File: src/rtl/dbf_line_seq_pkg.sv
`default_nettype none
// ============================================================================
// Module      : dbf_line_seq_pkg
// Description : State encoding and bus-width defaults shared by the DBF
//               line sequencer and the dbf_chN channel bank.
// Revision    : 1.0 - initial release
// ============================================================================
package dbf_line_seq_pkg;

    localparam int ADDR_WD_DEF = 10;
    localparam int LCNT_WD_DEF = 8;

    typedef enum logic [2:0] {
        ST_IDLE = 3'd0,
        ST_TX   = 3'd1,
        ST_DEAD = 3'd2,
        ST_RX   = 3'd3,
        ST_DONE = 3'd4
    } state_t;

    function automatic int max3(input int a, input int b, input int c);
        int m;
        m = (a > b) ? a : b;
        return (m > c) ? m : c;
    endfunction

endpackage
`default_nettype wire

File: src/rtl/dbf_seq_phase_cnt.sv
`default_nettype none
// ============================================================================
// Module      : dbf_seq_phase_cnt
// Description : Loadable down-counter; tc is high while the count is zero.
// Revision    : 1.0 - initial release
// ============================================================================
module dbf_seq_phase_cnt #(
    parameter int WIDTH = 10
) (
    input  logic             clk,
    input  logic             rst_n,
    input  logic             load,
    input  logic [WIDTH-1:0] load_val,
    input  logic             dec,
    output logic             tc
);

    logic [WIDTH-1:0] r_cnt;

    always_ff @(posedge clk) begin
        if (!rst_n) begin
            r_cnt <= '0;
        end else if (load) begin
            r_cnt <= load_val;
        end else if (dec && (r_cnt != '0)) begin
            r_cnt <= r_cnt - 1'b1;
        end
    end

    assign tc = (r_cnt == '0);

endmodule
`default_nettype wire

File: src/rtl/dbf_line_seq.sv
`default_nettype none
// ============================================================================
// Module      : dbf_line_seq
// Description : Per-scanline TX / dead-time / RX sequencer for the DBF bank.
//               Optional multi-line frames under macro DBF_SEQ_FRAME_EN.
// Revision    : 1.0 - initial release
// ============================================================================
module dbf_line_seq
    import dbf_line_seq_pkg::*;
#(
    parameter int ADDR_WD  = ADDR_WD_DEF,
    parameter int TX_CYC   = 64,
    parameter int DEAD_CYC = 16,
    parameter int LCNT_WD  = LCNT_WD_DEF
) (
    input  logic               clk,
    input  logic               rst_n,
    input  logic               line_req,
    input  logic               abort,
    input  logic [ADDR_WD-1:0] rx_len,
`ifdef DBF_SEQ_FRAME_EN
    input  logic [LCNT_WD-1:0] frame_lines,
    output logic               frame_done,
`endif
    output logic               busy,
    output logic               tx_en,
    output logic               start,
    output logic [ADDR_WD-1:0] dbf_lut_addr,
    output logic               dbf_lut_we,
    output logic               line_done,
    output logic [LCNT_WD-1:0] line_cnt
);

    localparam int CNT_WD = max3(ADDR_WD, $clog2(TX_CYC + 1), $clog2(DEAD_CYC + 1));
    localparam logic [CNT_WD-1:0] TX_LOAD   = CNT_WD'(TX_CYC - 1);
    localparam logic [CNT_WD-1:0] DEAD_LOAD = CNT_WD'(DEAD_CYC - 1);

    state_t              r_state;
    state_t              w_state_n;
    logic [ADDR_WD-1:0]  r_len_q;
    logic [ADDR_WD-1:0]  w_len_n;
    logic                w_cnt_load;
    logic [CNT_WD-1:0]   w_cnt_val;
    logic                w_cnt_dec;
    logic                w_tc;
`ifdef DBF_SEQ_FRAME_EN
    logic [LCNT_WD-1:0]  r_left;
    logic [LCNT_WD-1:0]  w_left_n;
`endif

    dbf_seq_phase_cnt #(
        .WIDTH    (CNT_WD)
    ) u_phase_cnt (
        .clk      (clk),
        .rst_n    (rst_n),
        .load     (w_cnt_load),
        .load_val (w_cnt_val),
        .dec      (w_cnt_dec),
        .tc       (w_tc)
    );

    always_comb begin
        w_state_n  = r_state;
        w_len_n    = r_len_q;
        w_cnt_load = 1'b0;
        w_cnt_val  = '0;
        w_cnt_dec  = 1'b0;
`ifdef DBF_SEQ_FRAME_EN
        w_left_n   = r_left;
`endif
        case (r_state)
            ST_IDLE: begin
                if (line_req && !abort) begin
                    w_state_n  = ST_TX;
                    w_len_n    = rx_len;
                    w_cnt_load = 1'b1;
                    w_cnt_val  = TX_LOAD;
`ifdef DBF_SEQ_FRAME_EN
                    w_left_n   = (frame_lines == '0) ? LCNT_WD'(1) : frame_lines;
`endif
                end
            end
            ST_TX: begin
                if (w_tc) begin
                    w_state_n  = ST_DEAD;
                    w_cnt_load = 1'b1;
                    w_cnt_val  = DEAD_LOAD;
                end else begin
                    w_cnt_dec  = 1'b1;
                end
            end
            ST_DEAD: begin
                if (w_tc) begin
                    if (r_len_q == '0) begin
                        w_state_n  = ST_DONE;
                    end else begin
                        w_state_n  = ST_RX;
                        w_cnt_load = 1'b1;
                        w_cnt_val  = CNT_WD'(r_len_q) - CNT_WD'(1);
                    end
                end else begin
                    w_cnt_dec  = 1'b1;
                end
            end
            ST_RX: begin
                if (w_tc) begin
                    w_state_n = ST_DONE;
                end else begin
                    w_cnt_dec = 1'b1;
                end
            end
            ST_DONE: begin
                w_state_n = ST_IDLE;
`ifdef DBF_SEQ_FRAME_EN
                // Frame continues straight into the next transmit window.
                if (r_left > LCNT_WD'(1)) begin
                    w_state_n  = ST_TX;
                    w_left_n   = r_left - 1'b1;
                    w_cnt_load = 1'b1;
                    w_cnt_val  = TX_LOAD;
                end
`endif
            end
            default: begin
                w_state_n = ST_IDLE;
            end
        endcase
        if (abort && (r_state != ST_IDLE)) begin
            w_state_n = ST_IDLE;
        end
    end

    // Outputs decode the next state so they move on the same edge as the state.
    always_ff @(posedge clk) begin
        if (!rst_n) begin
            r_state      <= ST_IDLE;
            r_len_q      <= '0;
            busy         <= 1'b0;
            tx_en        <= 1'b0;
            start        <= 1'b0;
            dbf_lut_addr <= '0;
            dbf_lut_we   <= 1'b0;
            line_done    <= 1'b0;
            line_cnt     <= '0;
`ifdef DBF_SEQ_FRAME_EN
            r_left       <= '0;
            frame_done   <= 1'b0;
`endif
        end else begin
            r_state      <= w_state_n;
            r_len_q      <= w_len_n;
            busy         <= (w_state_n != ST_IDLE);
            tx_en        <= (w_state_n == ST_TX);
            start        <= (w_state_n == ST_RX);
            dbf_lut_we   <= (w_state_n == ST_RX);
            line_done    <= (w_state_n == ST_DONE);
            dbf_lut_addr <= ((w_state_n == ST_RX) && (r_state == ST_RX)) ?
                            dbf_lut_addr + 1'b1 : '0;
            if (w_state_n == ST_DONE) begin
                line_cnt <= line_cnt + 1'b1;
            end
`ifdef DBF_SEQ_FRAME_EN
            r_left       <= w_left_n;
            frame_done   <= (w_state_n == ST_DONE) && (r_left == LCNT_WD'(1));
`endif
        end
    end

endmodule
`default_nettype wire

File: config.mk
export PLATFORM = sky130hd
export DESIGN_NAME = dbf_line_seq
export DESIGN_NICKNAME = d
export VERILOG_FILES = /design/src/rtl/dbf_line_seq_pkg.sv /design/src/rtl/dbf_seq_phase_cnt.sv /design/src/rtl/dbf_line_seq.sv
export SDC_FILE = /design/constraint.sdc
export NUM_CORES = 1
export LEC_CHECK = 0
export CORE_ASPECT_RATIO = 1.1
export CORE_MARGIN = 2
export CORE_UTILIZATION = 50
export DETAILED_ROUTE_END_ITERATION = 8
export HOLD_SLACK_MARGIN = 0.12
export PLACE_DENSITY = 0.87
export SLEW_MARGIN = 5
export SYNTH_ARGS = -nofsm -noshare
export SYNTH_HDL_FRONTEND = slang
export SYNTH_SLANG_ARGS = --single-unit
File: constraint.sdc
create_clock -name clk -period 2.3 [get_ports clk]
set_input_delay 0.23 -clock clk [delete_from_list [all_inputs] [get_ports clk]]
set_output_delay 0.23 -clock clk [all_outputs]
set_load 0.01 [all_outputs]
# After elaboration in Yosys (flattened, before gate mapping)
# Index checks and enable logic that the tools add are counted.
# totals
regBits	45
out_inout_bits	23
# classes
reduce_logical	15
muxes	21
n_eq_ne	6
add_sub_neg	4
# ops
cell	n
2-to-1 mux 10 bit	4
one-hot mux 10 bit (3 select lines)	1
logical NOT 10 bit	2
subtractor 10 x 1 -> 10 bit (second input constant)	2
2-to-1 mux 3 bit	6
one-hot mux 3 bit (4 select lines)	1
adder 10 x 1 -> 10 bit (second input constant)	1
nonzero test 10 bit	1
equality test 3 x 2 -> 1 bit (second input constant)	3
adder 8 x 1 -> 8 bit (second input constant)	1
equality test 3 x 1 -> 1 bit (second input constant)	2
2-to-1 mux 1 bit	6
2-to-1 mux 6 bit	1
nonzero test 3 bit	2
logical AND 1 bit	4
2-to-1 mux 4 bit	1
AND reduction 2 bit	2
equality test 3 bit (second input constant)	1
logical NOT 3 bit	1
one-hot mux 1 bit (3 select lines)	1
OR reduction 3 bit	1
nonzero test 2 bit	1
logical NOT 1 bit	1

# Depth between registers and ports, before layout
# depth
word_depth	8
depth_mapped	8

# Modules after synthesis
# From an unflattened synthesis, not the netlist that was laid out.
# hier_totals
hier_cells	273
area_unflattened_um2	2347.3
# by_module_without_submodules
mod	area_each_um2	instances	seq_area_each_um2	cells_each
dbf_line_seq	1749.2	1	700.7	199
dbf_seq_phase_cnt	598.1	1	200.2	74

# Worst setup path after synthesis
# OpenSTA, ideal clock, no wires.
# synth_timing
path_type	reg-to-reg
from	reg u_phase_cnt.r_cnt[0]
to	reg u_phase_cnt.r_cnt[4]
path_slack_ns	0.260
path_buffers	1
path_stages_with_launch	8
arrival_time_ns	1.920
setup_ns	0.120
t_required_ns	2.180
path_cell_list	dfxtp_1 inv_1 ha_1 or4b_4 o31ai_4 buf_4 o21ai_0 o31a_1
# synth_via
elab_chain_len	5
word_cells_on_any_way	14
# synth_lines
element	line	text
start: declaration	dbf_seq_phase_cnt.sv:18	logic [WIDTH-1:0] r_cnt;
start signal: assignment	dbf_seq_phase_cnt.sv:24	r_cnt <= load_val;
start signal: assignment	dbf_seq_phase_cnt.sv:26	r_cnt <= r_cnt - 1'b1;
branches (longest 5 deep; another with subtractor 10 x 1 -> 10 bit)	-	
# Several ways; the timed one is not identified. The select of a mux whose other input is x is not followed.
# A chain may end at the register's enable or synchronous reset.

# Worst setup path in the final report
# layout_timing
from	reg u_phase_cnt.r_cnt[0]
to	reg u_phase_cnt.r_cnt[6]
# The elaborated chain is that of the path after synthesis.

==> metrics.md <==
| Metric | Value |
|---|---|
| Reg2Reg Depth | `7` |
| Critical Path AT | `2.47 ns` |
| Number of H-tree levels | `2` |
| Met1 Usage GRT | `27.2%` |
| Final hold violation count | `0` |
| Outcome | `finished, final reports clean` |
| Hold path depth | `3` |
| Post-Syn Area per Cell | `8.42 um^2` |
| RSZ-0062 raised after global routing | `no` |
| Ys Warns | `0` |
| Placement Cell Area | `2920 um^2` |
| Critical Path End Type | `flip-flop` |
| CP startpoint kind | `flip-flop` |
| Worst rel slew slack | `60.7%` |
| Die Width | `71.3 um` |
| I/O Pins | `37` |
| Syn Nets | `316` |
| Grt total ovfl | `0` |
| Final hold slack | `0.471 ns` |
| CTS max path bufs | `2` |
| Core Util, Final | `64.5%` |
| Hold WC Path Type | `in2reg` |
| Leakage power total | `0.00112 uW` |
| Hold buffers post-CTS | `0` |
| Sequential area share after synthesis | `36.2%` |
| Initial antenna violation count | `0` |
| Top area cells in the synthesized netlist | `dfxtp_1 36%, nand2_1 6.3%, nor2_1 4.5%` |
| CTS Root Cell | `clkbuf_8` |
| Final estimated routing congestion in global placement | `0.899` |
| Critical Path Fanout Max | `4` |
| Drt drc | `0` |
| Most frequent cells in the layout | `45 x dfxtp_1, 42 x nand2_1, 36 x clkdlybuf4s50_1` |
| Crit share post-route | `96.8%` |
| Syn-to-layout area delta | `22.0%` |
| Top_reg_cell synth | `dfxtp_1` |
| Setup TNS | `0 ns` |
| Clk_lat worst skew | `0.30 ns` |
| Vias in the first global route | `2148` |
| Met3 usage | `3.72%` |
| Cts bufs inserted | `5` |
| IO Port Bufs | `36` |
| Gr busiest metal | `met2` |
| Clock transition at path regs | `0.09 ns` |
| Core area | `4720 um^2` |
| Fmax | `449 MHz` |
| Final design area excluding fillers | `3040 um^2` |
| Nets | `354` |
| Yosys reg bits | `45` |
| Total clock sinks | `45` |
| Initial core utilization | `52.8%` |
| Max-slew violation count | `0` |
| # setup viols final | `0` |
| Full die area | `5560 um^2` |
| GR Util All Layers | `21.9%` |
| Data required, critical path | `2.55 ns` |
| Max-cap violations | `0` |
| Largest net degree at the start of global routing | `21` |
| Vias per inst | `5.88` |
| HPWL Detailed | `4190 um` |
| Peak supply drop | `0.532 mV` |
| CP Class | `reg2reg` |
| Die Height | `78.0 um` |
| Post-CTS setup buffer count | `0` |
| Fin crit period | `2.23 ns` |
| Distinct cell type count of the synthesized netlist | `61` |
| Core Rows | `26` |
| Number of flops mapped to enable cells by yosys | `0` |
| Inserted Diodes | `0` |
| First-pass GRT wire length | `9870 um` |
| Initial drt markers | `137` |
| CTS tree | `yes` |
| WL per Instance | `15.1 um` |
| Asr flop ratio synth | `0%` |
| M2 GR Usage | `37.4%` |
| Setup Skew | `0.00450 ns` |
| DR pass1 iterations | `4` |
| Total routed wirelength | `5920 um` |
| Layout cells sized above 1 | `11.6%` |
| Power Density | `684 nW/um^2` |
| Commonest non-fill, non-tap cell in the layout | `dfxtp_1` |
| Synthesized instance count | `296` |
| Worst Max-Slew Pin Slew | `0.581 ns` |
| Cell Area, Synth | `2490 um^2` |
| DRT antenna net count | `0` |
| Vias | `2299` |
| Largest area contributor in the netlist | `dfxtp_1` |
| Yosys top cell area share | `36.2%` |
[repair_timing]
action                                  CTS  global route
endpoints found under the setup margin    0             6
resized for setup                         0             2
hold endpoints to repair                  0             0
[path summary, 6_finish.rpt]
check | startpoint | to | slack [ns]
max | u_phase_cnt.r_cnt[0] | u_phase_cnt.r_cnt[6] | 0.07
max reg2reg | u_phase_cnt.r_cnt[0] | u_phase_cnt.r_cnt[6] | 0.07
min | rx_len[3] | r_len_q[3] | 0.47
min reg2reg | dbf_lut_addr[0] | dbf_lut_addr[0] | 0.49
[stage by stage]
step	worst slack, ns	power [uW]	cells
6_report	0.0730	2080	391
4_1_cts	0.000616	2060	391
5_1_grt	0.0293	2180	391
3_5_place_dp	0.0855	1460	383
2_1_floorplan	0.260	1320	296
3_3_place_gp	0.236	1450	383
[flip-flops by register name, summed over array words and instances (netlist names)]
register	flops
tx_en	1
line_cnt	8
dbf_lut_addr	10
busy	1
r_len_q	10
dbf_lut_we	1
r_state	3
line_done	1
u_phase_cnt.r_cnt	10
[synthesized netlist by cell type (7+ instances only)]
| cell type | instances |
|---|---|
| a21oi_1 | 20 |
| nand3_1 | 12 |
| nor3_1 | 8 |
| dfxtp_1 | 45 |
| nor2_1 | 30 |
| nand2_1 | 42 |
| xnor2_1 | 9 |
| xor2_1 | 8 |
| inv_1 | 10 |
| o21ai_0 | 7 |
| nor4_1 | 7 |
[kinds of logic (layout without fill, tap and decap cells)]
family	after synthesis	in the layout	share of synthesized area, %
AO/OA/AOI/OAI	57	57	17.1
XOR/XNOR	17	17	5.98
AND/OR/NAND/NOR	141	141	31.3
buffers and inverters	26	65	4.87
multiplexers	4	4	1.61
flip-flops	45	45	36.2
adder cells (fa/ha/maj)	6	6	3.01
[area by class of cell]
class / instances / area (um^2)
clock inverters: 2 / 38.8
repair buffers: 46 / 435
flip-flops and latches: 45 / 901
clock buffers: 6 / 72.6
well taps: 56 / 70.1
inverters: 11 / 41.3
multi-input cells: 225 / 1480
fillers: 383 / 1680
[worst max-delay path: stages, from the launching register on]
cell and delay (ns):
dfxtp_1 0.32, inv_1 0.11, ha_1 0.17, or4b_4 0.53, nor4_2 0.41, o211ai_1 0.24
a32oi_1 0.24, o211a_1 0.16
[report_power, final]
group	internal [uW]	leakage, uW	switching [uW]
Clock	326	0.0000554	277
Sequential	823	0.000366	65.7
Combinational	252	0.000701	334
[routing by layer]
metal,vias to the layer above,part of all wire (%)
li1,1123,-
met1,1065,43
met2,96,49
met3,15,6.0
met4,0,2.6
met5,-,0
Power figures use the tool's default switching activity.
